===== src/rtl/ritc_fifo_sync_ctrl.sv =====
// Start-up and lock supervisor for a bank of phase-absorbing FIFOs: pulses the read-side reset,
// waits for every begin-read flag, demands a stable window before LOCKED, retries and re-locks.
module ritc_fifo_sync_ctrl #(
   parameter int unsigned NCH         = 4,
   parameter int unsigned RST_LEN     = 4,
   parameter int unsigned TIMEOUT     = 32,
   parameter int unsigned SETTLE      = 8,
   parameter int unsigned MAX_RETRY   = 3,
   parameter bit          AUTO_RELOCK = 1'b1,
   localparam int unsigned RetW       = (MAX_RETRY > 0) ? $clog2(MAX_RETRY + 1) : 1
) (
   input  logic            clk_i,
   input  logic            rst_i,
   input  logic            start_i,
   input  logic [NCH-1:0]  active_i,
   output logic            fifo_rst_o,
   output logic            busy_o,
   output logic            locked_o,
   output logic            failed_o,
   output logic [RetW-1:0] retries_o,
   output logic [7:0]      loss_count_o
);

   localparam int unsigned CntMax0 = (RST_LEN > TIMEOUT) ? RST_LEN : TIMEOUT;
   localparam int unsigned CntMax  = (CntMax0 > SETTLE) ? CntMax0 : SETTLE;
   localparam int unsigned CntW    = $clog2(CntMax + 1);

   typedef enum logic [2:0] {
      StIdle,
      StReset,
      StWait,
      StSettle,
      StLocked,
      StFailed
   } state_e;

   state_e          state_q, state_d;
   logic [CntW-1:0] cnt_q, cnt_d;
   logic [RetW-1:0] retries_q, retries_d;
   logic [7:0]      loss_q, loss_d;
   logic            fifo_rst_q, fifo_rst_d;
   logic            busy_q, busy_d;
   logic            locked_q, locked_d;
   logic            failed_q, failed_d;
   logic            all_active;
   logic            retry;

   assign all_active = &active_i;

   always_comb begin
      state_d   = state_q;
      cnt_d     = cnt_q;
      retries_d = retries_q;
      loss_d    = loss_q;
      retry     = 1'b0;

      unique case (state_q)
         StIdle, StFailed: begin
            if (start_i) begin
               state_d   = StReset;
               cnt_d     = '0;
               retries_d = '0;
            end
         end
         StReset: begin
            if (cnt_q == CntW'(RST_LEN - 1)) begin
               state_d = StWait;
               cnt_d   = '0;
            end else begin
               cnt_d = cnt_q + CntW'(1);
            end
         end
         StWait: begin
            if (all_active) begin
               state_d = StSettle;
               cnt_d   = '0;
            end else if (cnt_q == CntW'(TIMEOUT - 1)) begin
               retry = 1'b1;
            end else begin
               cnt_d = cnt_q + CntW'(1);
            end
         end
         StSettle: begin
            if (!all_active) begin
               retry = 1'b1;
            end else if (cnt_q == CntW'(SETTLE - 1)) begin
               state_d = StLocked;
               cnt_d   = '0;
            end else begin
               cnt_d = cnt_q + CntW'(1);
            end
         end
         StLocked: begin
            // A START in the same cycle as a loss forces a restart regardless of AUTO_RELOCK.
            if (!all_active) begin
               if (loss_q != 8'hFF) begin
                  loss_d = loss_q + 8'd1;
               end
               cnt_d = '0;
               if (start_i || AUTO_RELOCK) begin
                  state_d   = StReset;
                  retries_d = '0;
               end else begin
                  state_d = StFailed;
               end
            end else if (start_i) begin
               state_d   = StReset;
               cnt_d     = '0;
               retries_d = '0;
            end
         end
         default: begin
            state_d = StIdle;
            cnt_d   = '0;
         end
      endcase

      if (retry) begin
         cnt_d = '0;
         if (retries_q == RetW'(MAX_RETRY)) begin
            state_d = StFailed;
         end else begin
            state_d   = StReset;
            retries_d = retries_q + RetW'(1);
         end
      end

      fifo_rst_d = (state_d == StIdle) || (state_d == StReset) || (state_d == StFailed);
      busy_d     = (state_d == StReset) || (state_d == StWait) || (state_d == StSettle);
      locked_d   = (state_d == StLocked);
      failed_d   = (state_d == StFailed);
   end

   always_ff @(posedge clk_i) begin
      if (rst_i) begin
         state_q    <= StIdle;
         cnt_q      <= '0;
         retries_q  <= '0;
         loss_q     <= '0;
         fifo_rst_q <= 1'b1;
         busy_q     <= 1'b0;
         locked_q   <= 1'b0;
         failed_q   <= 1'b0;
      end else begin
         state_q    <= state_d;
         cnt_q      <= cnt_d;
         retries_q  <= retries_d;
         loss_q     <= loss_d;
         fifo_rst_q <= fifo_rst_d;
         busy_q     <= busy_d;
         locked_q   <= locked_d;
         failed_q   <= failed_d;
      end
   end

   assign fifo_rst_o   = fifo_rst_q;
   assign busy_o       = busy_q;
   assign locked_o     = locked_q;
   assign failed_o     = failed_q;
   assign retries_o    = retries_q;
   assign loss_count_o = loss_q;

endmodule


===== config.mk =====
export PLATFORM = sky130hd
export DESIGN_NAME = ritc_fifo_sync_ctrl
export DESIGN_NICKNAME = d
export VERILOG_FILES = /design/src/rtl/ritc_fifo_sync_ctrl.sv
export SDC_FILE = /design/constraint.sdc
export NUM_CORES = 1
export LEC_CHECK = 0
export CORE_UTILIZATION = 39
export DETAILED_ROUTE_END_ITERATION = 10
export SYNTH_ARGS = -nofsm -noshare
export SYNTH_HDL_FRONTEND = slang
export SYNTH_SLANG_ARGS = --single-unit
export TNS_END_PERCENT = 10

===== constraint.sdc =====
create_clock -name clk_i -period 3.8 [get_ports clk_i]
set_clock_uncertainty 0.2 [all_clocks]
set_input_delay 0.76 -clock clk_i [delete_from_list [all_inputs] [get_ports clk_i]]
set_output_delay 0.76 -clock clk_i [all_outputs]
set_load 0.05 [all_outputs]

# == Word level (Yosys, flattened, before mapping) ==
# Index checks and enable logic that the tools add are counted.
# word_totals
reg_bits,23
in_bits,7
elab_cells,66
# classes
n_addsub,3
n_eq_ne,17
n_mux,26
bitwise_logic,1
n_reduce_logical,11
# ops
operator,n
two-way mux 6 bit,7
one-hot mux 6 bit (5 select lines),1
two-way mux 3 bit,8
one-hot mux 3 bit (5 select lines),1
"== test 3 x 2 -> 1 bit, second input constant",4
"== test 3 bit, second input constant",4
"adder 8 x 1 -> 8 bit, second input constant",1
two-way mux 2 bit,4
"inequality test 8 bit, second input constant",1
"adder 6 x 1 -> 6 bit, second input constant",1
"== test 3 x 1 -> 1 bit, second input constant",2
"== test 6 x 2 -> 1 bit, second input constant",1
"== test 6 x 3 -> 1 bit, second input constant",1
"== test 6 x 5 -> 1 bit, second input constant",1
logical NOT 3 bit,2
logical OR 1 bit,4
one-hot mux 2 bit (2 select lines),1
AND reduction 4 bit,1
OR reduction 2 bit,2
two-way mux 1 bit,3
"inequality test 3 bit, second input constant",1
AND reduction 3 bit,1
"adder 2 x 1 -> 2 bit, second input constant",1
"== test 2 bit, second input constant",1
4 further kinds,4

# == Logic depth before layout (Yosys ltp) ==
# Gate-level depths: netlist of run 1.
# logic_depth
ltp_word,8
ltp_mapped,7
depth_no_buf,6

# == Worst setup path after synthesis of run 1 ==
# No wires, ideal clock.
# synth_path
path_type,in2reg
from,input active_i[3]
to,register loss_q[3] (netlist: loss_count_o[3])
setup_time_ns,0.128
arrival_time_ns,1.839
required_ns,3.472
setup_slack_ns,1.634
path_stages,5
path_cell_list,a41oi_1 > nand2_1 > nor4b_1 > xnor2_1 > nor2_1
# synth_between
elab_chain_len,3
# synth_lines
item,line,rtl
from (decl),15,"input logic [NCH-1:0] active_i,"
AND reduction 4 bit,48,assign all_active = &active_i;
NOT 1 bit (no source line),-,
AND reduction 3 bit (no source line),-,
to (signal assigned),148,loss_q <= loss_d;
to (decl),40,"logic [7:0] loss_q, loss_d;"
# No other way between the ends.
# A chain may end at the register's enable or synchronous reset.

# == Worst setup path in the final report of run 1 ==
# layout_path
from,register loss_q[2] (netlist: loss_count_o[2])
to,output loss_count_o[2]
# layout_rtl
item,line,rtl
to (decl),21,output logic [7:0] loss_count_o
# No word-level cell between the ends.

==> results of run 1 <==
registers in the layout, indices dropped and copies added (netlist names):
name,flops
loss_count_o,8
state_q,3
cnt_q,6
fifo_rst_o,1
busy_o,1
locked_o,1
failed_o,1
retries_o,2
routing by layer:
layer | global-route usage | up-vias | part of all wire
met5 | 0 | - | 0
met4 | 0.06122 | 0 | 0.011
met3 | 0.02679 | 4 | 0.020
met1 | 0.2295 | 526 | 0.49
met2 | 0.2759 | 17 | 0.47
li1 | - | 572 | -
cell type report:
cell class | count | area share
clock buffers | 4 | 0.01806
flip-flops and latches | 23 | 0.3164
repair buffers | 20 | 0.1376
inverters | 2 | 0.005159
well taps | 31 | 0.02666
multi-input cells | 113 | 0.4961
cell usage in the layout, fill, tap and decap left out, types with 2 or more instances in the layout:
master,count
dfxtp_1,23
clkdlybuf4s50_1,20
a21oi_1,16
nor2_1,14
nand2_1,9
nand3_1,6
nor3_1,6
nand2b_1,6
xnor2_1,6
o21ai_0,6
nor2b_1,4
a311oi_1,4
ha_1,3
clkbuf_4,3
nand4_1,2
and3_1,2
inv_1,2
a211oi_1,2
or3_1,2
nor3b_1,2
a22oi_1,2
nor4b_1,2
cell families (layout without fill, tap and decap cells):
kind of cell | Yosys count | after routing
DFF | 23 | 23
AOI/OAI and AO/OA | 39 | 39
buffers and inverters | 8 | 26
and+or+nand+nor | 64 | 64
muxes | 1 | 1
adders and majority gates | 3 | 3
xor gates and xnor gates | 6 | 6
worst max path at each step:
| stage | startpoint | end | depth (start not counted) | slack, ps |
|---|---|---|---|---|
| after floorplan | active_i[3] | loss_count_o[3] | 5 | 1630 |
| after global placement | active_i[3] | loss_count_o[5] | 6 | 980 |
| after detailed placement | active_i[3] | loss_count_o[5] | 6 | 970 |
| after CTS | loss_count_o[2] | loss_count_o[2] | 1 | 1250 |
| after global routing | active_i[3] | cnt_q[1] | 5 | 1090 |
| final | loss_count_o[2] | loss_count_o[2] | 1 | 1270 |
power groups by stage:
stage | registers, mW | logic [mW] | clock network (mW)
floorplan | 0.254 | 0.0214 | 0
global placement | 0.253 | 0.0368 | 0
detailed placement | 0.253 | 0.0377 | 0
CTS | 0.248 | 0.0378 | 0.119
global route | 0.248 | 0.0424 | 0.126
finish | 0.248 | 0.0380 | 0.114
worst reg2reg max path, delay by kind of cell (launching register included):
kind	cells	cell delay (ps)
flip-flops	1	390
AND/OR/NAND/NOR	2	840
AO/OA/AOI/OAI	3	570
adder cells (fa/ha/maj)	1	220
==> key figures, run 1 <==
Finish
  – Multi-input logic area: 721.9 sq um
  – Design area: 1455 sq um
  – Register area: ~460 sq um
  – Filler Cell Count: 290
  – ANT cells: 0
  – Share of cells above drive strength 1: 0.04938
  – Fin util: 0.5101
  – Layout area overhead: 19.77%
  – Non-filler cells in the finished layout: ~190
  – # nets final: between 150 and 200

Logic synthesis
  – Top-area cell type share of the netlist area: 0.3790
  – Net Count, Synth: about 150
  – Commonest cells in the netlist: dfxtp_1 (23), a21oi_1 (16), nor2_1 (14)
  – Synth Area in Adders: 0.03090
  – Yosys Warn Count: 0
  – Compound-Gate Fraction of Synth Area: 0.2142
  – Synth Area in Simple Gates: 0.2976
  – Post-synth cell types: between 40 and 50
  – Most used DFF post-synth: dfxtp_1
  – Multiplexer share of the synthesized area: 0.008239
  – Most numerous cell in the Yosys netlist: dfxtp_1
  – Synth Register Bits: 23
  – Post-synth top area cell: dfxtp_1
  – Largest family of logic cells by synthesized area: simple AND/OR/NAND/NOR gates
  – Mean Syn Cell Area: 8.437 sq um
  – Area contributors post-synth: dfxtp_1 (38%), a21oi_1 (6.6%), nor2_1 (4.3%)
  – Xor/xnor cell area share of the yosys netlist: 0.04325
  – Post-synthesis sequential area ratio: 0.3790
  – Post-synth ARST share: 0
  – Mapped Area: around 1200 sq um
  – Mapped Cells: about 140
  – Post-synth EDFFs: 0

Timing
  – # setup viols final: 0
  – Final setup margin: approximately 1300 ps
  – Least-Margin Pin Slew: roughly 800 ps
  – Hold slack: roughly 300 ps
  – Endpoints failing hold: 0
  – Fin Setup TNS: 0 ps
  – Period utilization: 0.6656
  – Max transition margin: 0.4628
  – F_max: slightly below 400 MHz
  – Fin crit period: 2529 ps
  – RSZ-0062 raised after global routing: false
  – Slew Limit Fails: 0

Setup path
  – Reg2reg start: cnt_q[0]
  – CP bufs+invs: 1
  – Startpoint types: register
  – Largest stage delay, worst path: 830 ps
  – Delay-heaviest family, CP: buffers and inverters
  – CP max-delay cell: clkdlybuf4s50_1
  – Cells along the critical path: clkdlybuf4s50_1
  – Setup crit end kind: output pin
  – R2r endpoint: busy_o
  – Critical path class: register to output pin
  – Crit-path max FO: 7
  – Reg2reg setup slack: 1460 ps
  – R2R cell count: 6
  – Critical path data arrival time: around 1600 ps
  – CP required: 2840 ps

Detailed routing
  – First-pass detailed-route iteration total: 9
  – Per-cell routed wire length: 13.37 um
  – Via count: 1119
  – Initial DRC count: 58
  – DRT Wirelength: ~2600 um
  – Routed Antenna Nets: 0
  – Via density: between 5 and 6
  – # DRC: 1

Clock tree
  – TritonCTS clock tree: yes
  – Hold Buf Count CTS: 0
  – Root Buffer Master: clkbuf_4
  – CTS Buf Count: 3
  – H-tree Lvls: 1
  – CTS resizes: 0
  – Latest clock arrival within the worst-skew pair: roughly 310 ps
  – Clk sink count: 23
  – CTS max path bufs: 2
  – Setup Fix Bufs, Post-CTS: 0
  – CTS clock-pin slew for the worst setup and hold paths: 130 ps

Global route
  – Initial antenna violation count: 0
  – Total gr overflow: 0
  – Vias in the first global route: a little over 1000
  – First-pass GRT wire length: around 4500 um
  – GRT Util Overall: 0.1702
  – Largest net degree at the start of global routing: 16

Floorplanning
  – Core ar.: around 2900 sq um
  – Die H: 57.82 um
  – Initial Util: 0.4259
  – # IOs: 21
  – Die ar.: between 3000 and 4000 sq um
  – Die width: between 50 and 60 um
  – Row count: 19

Pwr
  – Overall power: approximately 400 uW
  – Comb power frac: 0.095
  – Psw: 99.34 uW
  – Maximum VDD drop: about 0.00017 V
  – PwrDens: roughly 270 nW/um^2
  – Flop pwr share: 0.620
  – Clock power share: 0.284
  – Internal cell power: 299.9 uW
  – Sw frac: 0.2489
  – Leak Pwr: 0.4838 nW

Outcome
  – Failing checks: design-rule violations
  – Status: complete, but fails checks

Placed design
  – Area after DPL: ~1400 sq um
  – Pre-CTS WS: roughly 970 ps
  – Dpl cells: 189
  – PortBufs: 20
  – Gpl congestion: approximately 0.8
  – Post-DP HPWL: around 1900 um

Min path
  – Hold_sp: retries_o[1]
  – Worst hold path depth: 2
  – WHS Endpoint: retries_o[1]
  – Hold Path Class: register to register

Run
  – Max-cap violations: 0
Note: power is estimated with default switching activity, not from simulation.
==> run 2, diff against run 1 <==
clock period = 2.45 ns   (was 3.8 ns; I/O delays follow)
==> run 2 against run 1 <==
Against the previous run:
- first-iteration DRC count decreased by 33%
- register-to-register slack got worse by 1300 ps
- via count increased by 1.2%
- count of clock-buffer cells in the layout unchanged
- sequential power increased by 55%
- die area unchanged
- utilization increased by 1.8 points
- largest power group unchanged
- the flow still finishes with violations (design-rule violations)
- critical endpoint unchanged
- wire length increased by 6.9%
==> key figures, run 2 (synthesis results as in run 1) <==
Floorplanning
  – Die H: 57.82 um (unchanged)
  – Core ar.: 2853 sq um (unchanged)
  – Die ar.: 3343 sq um (unchanged)
  – Initial Util: 0.4259 (unchanged)
  – Die width: 57.82 um (unchanged)
  – Row count: 19 (unchanged)
  – # IOs: 21 (unchanged)

Global route
  – First-pass GRT wire length: 4678 um (was 4491 um)
  – GRT Util Overall: 0.1802 (was 0.1702)
  – Initial antenna violation count: 0 (unchanged)
  – Vias in the first global route: 1027 (was 1007)
  – Total gr overflow: 0 (unchanged)
  – Largest net degree at the start of global routing: 15 (was 16)

Pwr
  – Flop pwr share: 0.609 (was 0.620)
  – Maximum VDD drop: 0.0002084 V (was 0.0001739 V)
  – Psw: 159.5 uW (was 99.34 uW)
  – Sw frac: 0.2527 (was 0.2489)
  – Clock power share: 0.286 (was 0.284)
  – Comb power frac: 0.105 (was 0.095)
  – Internal cell power: 471.7 uW (was 299.9 uW)
  – Overall power: 631.2 uW (was 399.2 uW)
  – Leak Pwr: 0.5190 nW (was 0.4838 nW)
  – PwrDens: 418.7 nW/um^2 (was 274.3 nW/um^2)

Finish
  – Commonest non-fill, non-tap cell in the layout: dfxtp_1 (unchanged)
  – Design area: 1508 sq um (was 1455 sq um)
  – Filler Cell Count: 286 (was 290)
  – Non-filler cells in the finished layout: 200 (was 193)
  – Multi-input logic area: 721.9 sq um (unchanged)
  – # nets final: 180 (was 173)
  – Fin util: 0.5285 (was 0.5101)
  – Layout area overhead: 24.10% (was 19.77%)
  – Largest register FFs: 8 (unchanged)
  – Most frequent cells in the layout: dfxtp_1 (23), clkdlybuf4s50_1 (20), a21oi_1 (16) (unchanged)
  – Share of cells above drive strength 1: 0.08876 (was 0.04938)
  – ANT cells: 0 (unchanged)
  – Register area: 460.4 sq um (unchanged)

Placed design
  – Pre-CTS WS: -1.466 ps (was 973.3 ps)
  – Post-DP HPWL: 2094 um (was 1923 um)
  – Dpl cells: 196 (was 189)
  – Gpl congestion: 0.7726 (was 0.7982)
  – PortBufs: 20 (unchanged)
  – Area after DPL: 1481 sq um (was 1429 sq um)

Clock tree
  – TritonCTS clock tree: yes (unchanged)
  – Latest clock arrival within the worst-skew pair: 310 ps (about the same)
  – CTS clock-pin slew for the worst setup and hold paths: 120 ps (was 130 ps)
  – Root Buffer Master: clkbuf_4 (unchanged)
  – CTS resizes: 0 (unchanged)
  – H-tree Lvls: 1 (unchanged)
  – CTS max path bufs: 2 (unchanged)
  – Setup Fix Bufs, Post-CTS: 0 (unchanged)
  – CTS Buf Count: 3 (unchanged)
  – Hold Buf Count CTS: 0 (unchanged)
  – Clk sink count: 23 (unchanged)

Setup path
  – Critical path class: register to output pin (unchanged)
  – CP max-delay cell: clkdlybuf4s50_1 (unchanged)
  – CP bufs+invs: 1 (unchanged)
  – Delay-heaviest family, CP: buffers and inverters (unchanged)
  – Startpoint types: register (unchanged)
  – CP required: 1760 ps (was 2840 ps)
  – Critical path data arrival time: 1570 ps (about the same)
  – Setup crit end kind: output pin (unchanged)
  – Largest stage delay, worst path: 830 ps (about the same)
  – Crit-path max FO: 7 (unchanged)
  – Cells along the critical path: clkdlybuf4s50_1 (unchanged)

Timing
  – Final setup margin: 194.0 ps (was 1271 ps)
  – # setup viols final: 0 (unchanged)
  – Period utilization: 0.9208
  – Least-Margin Pin Slew: 515.5 ps (was 799.7 ps)
  – Max transition margin: 0.6553 (was 0.4628)
  – F_max: between 400 and 500 MHz
  – Fin crit period: between 2000 and 2500 ps
  – Slew Limit Fails: 0 (unchanged)
  – Endpoints failing hold: 0 (unchanged)
  – RSZ-0062 raised after global routing: false (unchanged)

Run
  – Max-cap violations: 0 (unchanged)

Detailed routing
  – Initial DRC count: 39 (was 58)
  – DRT Wirelength: 2758 um (was 2581 um)
  – Per-cell routed wire length: 13.79 um (was 13.37 um)
  – # DRC: 2 (was 1)
  – Via count: 1132 (was 1119)
  – First-pass detailed-route iteration total: 7 (was 9)
  – Routed Antenna Nets: 0 (unchanged)
  – Via density: 5.660 (was 5.798)

Outcome
  – Status: complete, but fails checks (unchanged)
  – Failing checks: design-rule violations (unchanged)

Min path
  – Hold Path Class: register to register (unchanged)
run 2: changes by cell type in the layout (fill, tap and decap cells not counted), sizes merged:
| cell | delta |
|---|---|
| buf | +7 |
run 2: cell type report:
class,count,area share
clock buffer,4,0.01743
timing repair buffer,27,0.1676
sequential,23,0.3054
multi-input combinational,113,0.4788
inverter,2,0.004979
tap,31,0.02573
run 2: power by group through the flow:
| stage | Clock (mW) | Combinational [mW] | Sequential (mW) |
|---|---|---|---|
| floorplan | 0 | 0.0332 | 0.394 |
| global placement | 0 | 0.0645 | 0.393 |
| detailed placement | 0 | 0.0661 | 0.393 |
| CTS | 0.188 | 0.0661 | 0.385 |
| global route | 0.202 | 0.0733 | 0.385 |
| finish | 0.181 | 0.0662 | 0.384 |
run 2: final timing paths:
check	start	to	slack, ps	cells past startpoint
hold / removal	retries_o[1]	retries_o[1]	310	2
hold reg to reg	retries_o[1]	retries_o[1]	310	2
setup reg to reg	cnt_q[0]	failed_o	200	6
setup / recovery	loss_count_o[2]	loss_count_o[2]	190	1
run 2: through the flow:
stage / hold slack (ps) / TNS, ps
5_1_grt: 337.0 / 0
3_3_place_gp: 281.4 / -28.32
6_report: 308.2 / 0
4_1_cts: 306.7 / 0
2_1_floorplan: 263.5 / 0
3_5_place_dp: 288.6 / -2.900
run 2: per-layer routing:
layer / vias to the layer above / part of all wire / global-route usage
met5: - / 0 / 0
met4: 0 / 0.0094 / 0.07143
met3: 2 / 0.032 / 0.02679
met2: 22 / 0.47 / 0.2972
met1: 525 / 0.49 / 0.2363
li1: 583 / - / -
==> run 3, diff against run 2 <==
CAP_MARGIN = 20   (was not set)
CORE_UTILIZATION = 30   (was 39)
==> run 3 against run 2 <==
Against the previous run:
- the flow now finishes without violations
- combinational power is 0.6% higher
- via count is 1.9% higher
- sequential share of layout area is 0.96 points lower
- clock power is 32% higher
- register-to-register slack hardly changed
- critical endpoint is now failed_o
- highest routed layer is now met3
==> key figures, run 3 (synthesis results as in run 1) <==
Outcome
  – Status: finished clean (was complete, but fails checks)

Finish
  – Layout area overhead: 28.12% (was 24.10%)
  – Register area: 460.4 sq um (unchanged)
  – Filler Cell Count: 363 (was 286)
  – Fin util: 0.4127 (was 0.5285)
  – Largest register FFs: 8 (unchanged)
  – Commonest non-fill, non-tap cell in the layout: dfxtp_1 (unchanged)
  – # nets final: 181 (was 180)
  – Share of cells above drive strength 1: 0.1000 (was 0.08876)
  – Multi-input logic area: 721.9 sq um (unchanged)
  – Most frequent cells in the layout: dfxtp_1 (23), clkdlybuf4s50_1 (20), a21oi_1 (16) (unchanged)
  – ANT cells: 0 (unchanged)

Min path
  – Hold_sp: retries_o[1] (unchanged)
  – Worst hold path depth: 2 (unchanged)
  – Hold Path Class: register to register (unchanged)

Setup path
  – Largest stage delay, worst path: 590 ps (was 830 ps)
  – Crit-path max FO: 6 (was 7)
  – CP required: 2450 ps (was 1760 ps)
  – Crit path depth: 6 (was 1)
  – CP bufs+invs: 0 (was 1)
  – Setup crit end kind: register (was output pin)
  – Reg2reg setup slack: 190 ps (was 200 ps)
  – Cells along the critical path: ha_1, or4b_1, nor3_4, a21oi_2, a211oi_4, nor2b_1 (was clkdlybuf4s50_1)
  – Critical path data arrival time: 2260 ps (was 1570 ps)
  – Reg2reg start: cnt_q[0] (unchanged)
  – Delay-heaviest family, CP: simple AND/OR/NAND/NOR gates (was buffers and inverters)
  – Worst setup startpoint: cnt_q[0] (was loss_count_o[2])
  – CP max-delay cell: or4b_1 (was clkdlybuf4s50_1)
  – R2R cell count: 6 (unchanged)
  – Startpoint types: register (unchanged)
  – Critical path class: register to register (was register to output pin)

Timing
  – Fin crit period: 2261 ps (was 2256 ps)
  – Max transition margin: 0.5386 (was 0.6553)
  – RSZ-0062 raised after global routing: false (unchanged)
  – Period utilization: 0.9230 (was 0.9208)
  – # setup viols final: 0 (unchanged)
  – Slew Limit Fails: 0 (unchanged)
  – Hold slack: 303.1 ps (was 308.2 ps)
  – F_max: 442.2 MHz (was 443.3 MHz)
  – Endpoints failing hold: 0 (unchanged)
  – Least-Margin Pin Slew: 674.6 ps (was 515.5 ps)

Detailed routing
  – DRT Wirelength: 2764 um (was 2758 um)
  – Routed Antenna Nets: 0 (unchanged)
  – Initial DRC count: 92 (was 39)
  – # DRC: 0 (was 2)
  – Via count: 1153 (was 1132)
  – Via density: 5.289 (was 5.660)
  – First-pass detailed-route iteration total: 4 (was 7)
  – Per-cell routed wire length: 12.68 um (was 13.79 um)

Clock tree
  – Latest clock arrival within the worst-skew pair: 260 ps (was 310 ps)
  – CTS resizes: 0 (unchanged)
  – Root Buffer Master: clkbuf_8 (was clkbuf_4)
  – CTS max path bufs: 2 (unchanged)
  – CTS clock-pin slew for the worst setup and hold paths: 90 ps (was 120 ps)
  – Hold Buf Count CTS: 0 (unchanged)
  – Setup Fix Bufs, Post-CTS: 0 (unchanged)
  – Clk sink count: 23 (unchanged)
  – H-tree Lvls: 1 (unchanged)
  – CTS Buf Count: 3 (unchanged)
  – TritonCTS clock tree: yes (unchanged)

Global route
  – First-pass GRT wire length: 4864 um (was 4678 um)
  – Largest net degree at the start of global routing: 15 (unchanged)
  – Initial antenna violation count: 0 (unchanged)
  – GRT Util Overall: 0.1457 (was 0.1802)
  – Vias in the first global route: 1119 (was 1027)
  – Total gr overflow: 0 (unchanged)

Pwr
  – Flop pwr share: 0.556 (was 0.609)
  – Comb power frac: 0.097 (was 0.105)
  – Psw: 169.4 uW (was 159.5 uW)
  – Clock power share: 0.347 (was 0.286)
  – PwrDens: 443.2 nW/um^2 (was 418.7 nW/um^2)
  – Sw frac: 0.2456 (was 0.2527)
  – Internal cell power: 520.3 uW (was 471.7 uW)
  – Leak Pwr: 0.5328 nW (was 0.5190 nW)
  – Maximum VDD drop: 0.0002110 V (was 0.0002084 V)

Floorplanning
  – Row count: 22 (was 19)
  – Die width: 65.64 um (was 57.82 um)
  – Die ar.: 4308 sq um (was 3343 sq um)
  – # IOs: 21 (unchanged)
  – Initial Util: 0.3222 (was 0.4259)
  – Core ar.: 3771 sq um (was 2853 sq um)
  – Die H: 65.64 um (was 57.82 um)

Placed design
  – PortBufs: 20 (unchanged)
  – Gpl congestion: 0.8628 (was 0.7726)
  – Post-DP HPWL: 2073 um (was 2094 um)

Run
  – Max-cap violations: 0 (unchanged)
[run 3: cell types whose count changed in the layout (fill, tap and decap cells not counted)]
cell / previous run / this run
clkbuf_4: 3 / 0
clkinv_2: 0 / 1
clkbuf_8: 0 / 3
buf_4: 7 / 8
clkbuf_1: 1 / 0
[run 3: power groups by stage]
stage	combinational, mW	clock [mW]	sequential [mW]
after global routing	0.0730	0.275	0.385
final	0.0666	0.239	0.384
after global placement	0.0649	0	0.392
after detailed placement	0.0660	0	0.392
after floorplan	0.0332	0	0.394
after CTS	0.0665	0.250	0.384
[run 3: worst paths after layout]
kind,end
worst max-delay path,failed_o
worst min-delay path,retries_o[1]
worst max register to register,failed_o
worst min register to register,retries_o[1]
[run 3: metal layers]
metal / vias to the layer above / part of all wire / track usage / wire length, um
met5: - / 0 / 0 / 0
met4: 0 / 0 / 0.03804 / 0
met3: 0 / 0.045 / 0.03993 / 124
met2: 31 / 0.48 / 0.2474 / 1330
met1: 538 / 0.47 / 0.1784 / 1309
li1: 584 / - / - / -
[run 3: layout make-up]
cell class / count / share of cell area
clock buffer: 3 / 0.02653
clock inverter: 1 / 0.003215
inverter: 2 / 0.004823
multi-input combinational: 113 / 0.4638
sequential: 23 / 0.2958
tap: 48 / 0.03859
timing repair buffer: 28 / 0.1672
[run 3: per-stage QoR]
| stage | cell area [sq um] | setup WS [ps] | power, mW | TNS, ps | std cells |
|---|---|---|---|---|---|
| detailed placement | 1510 | -10.33 | 0.4583 | -16.49 | 214 |
| floorplan | 1215 | 317.6 | 0.4269 | 0 | 144 |
| CTS | 1556 | 194.5 | 0.7004 | 0 | 218 |
| finish | 1556 | 188.7 | 0.6898 | 0 | 218 |
| global placement | 1510 | -68.89 | 0.4570 | -107.9 | 214 |
| global route | 1556 | 51.41 | 0.7326 | 0 | 218 |
[run 3: worst register-to-register path, cell delays in order, from the launching register on]
cell and delay, ps:
dfxtp_1 370, ha_1 210, or4b_1 590, nor3_4 240, a21oi_2 110, a211oi_4 290
nor2b_1 190
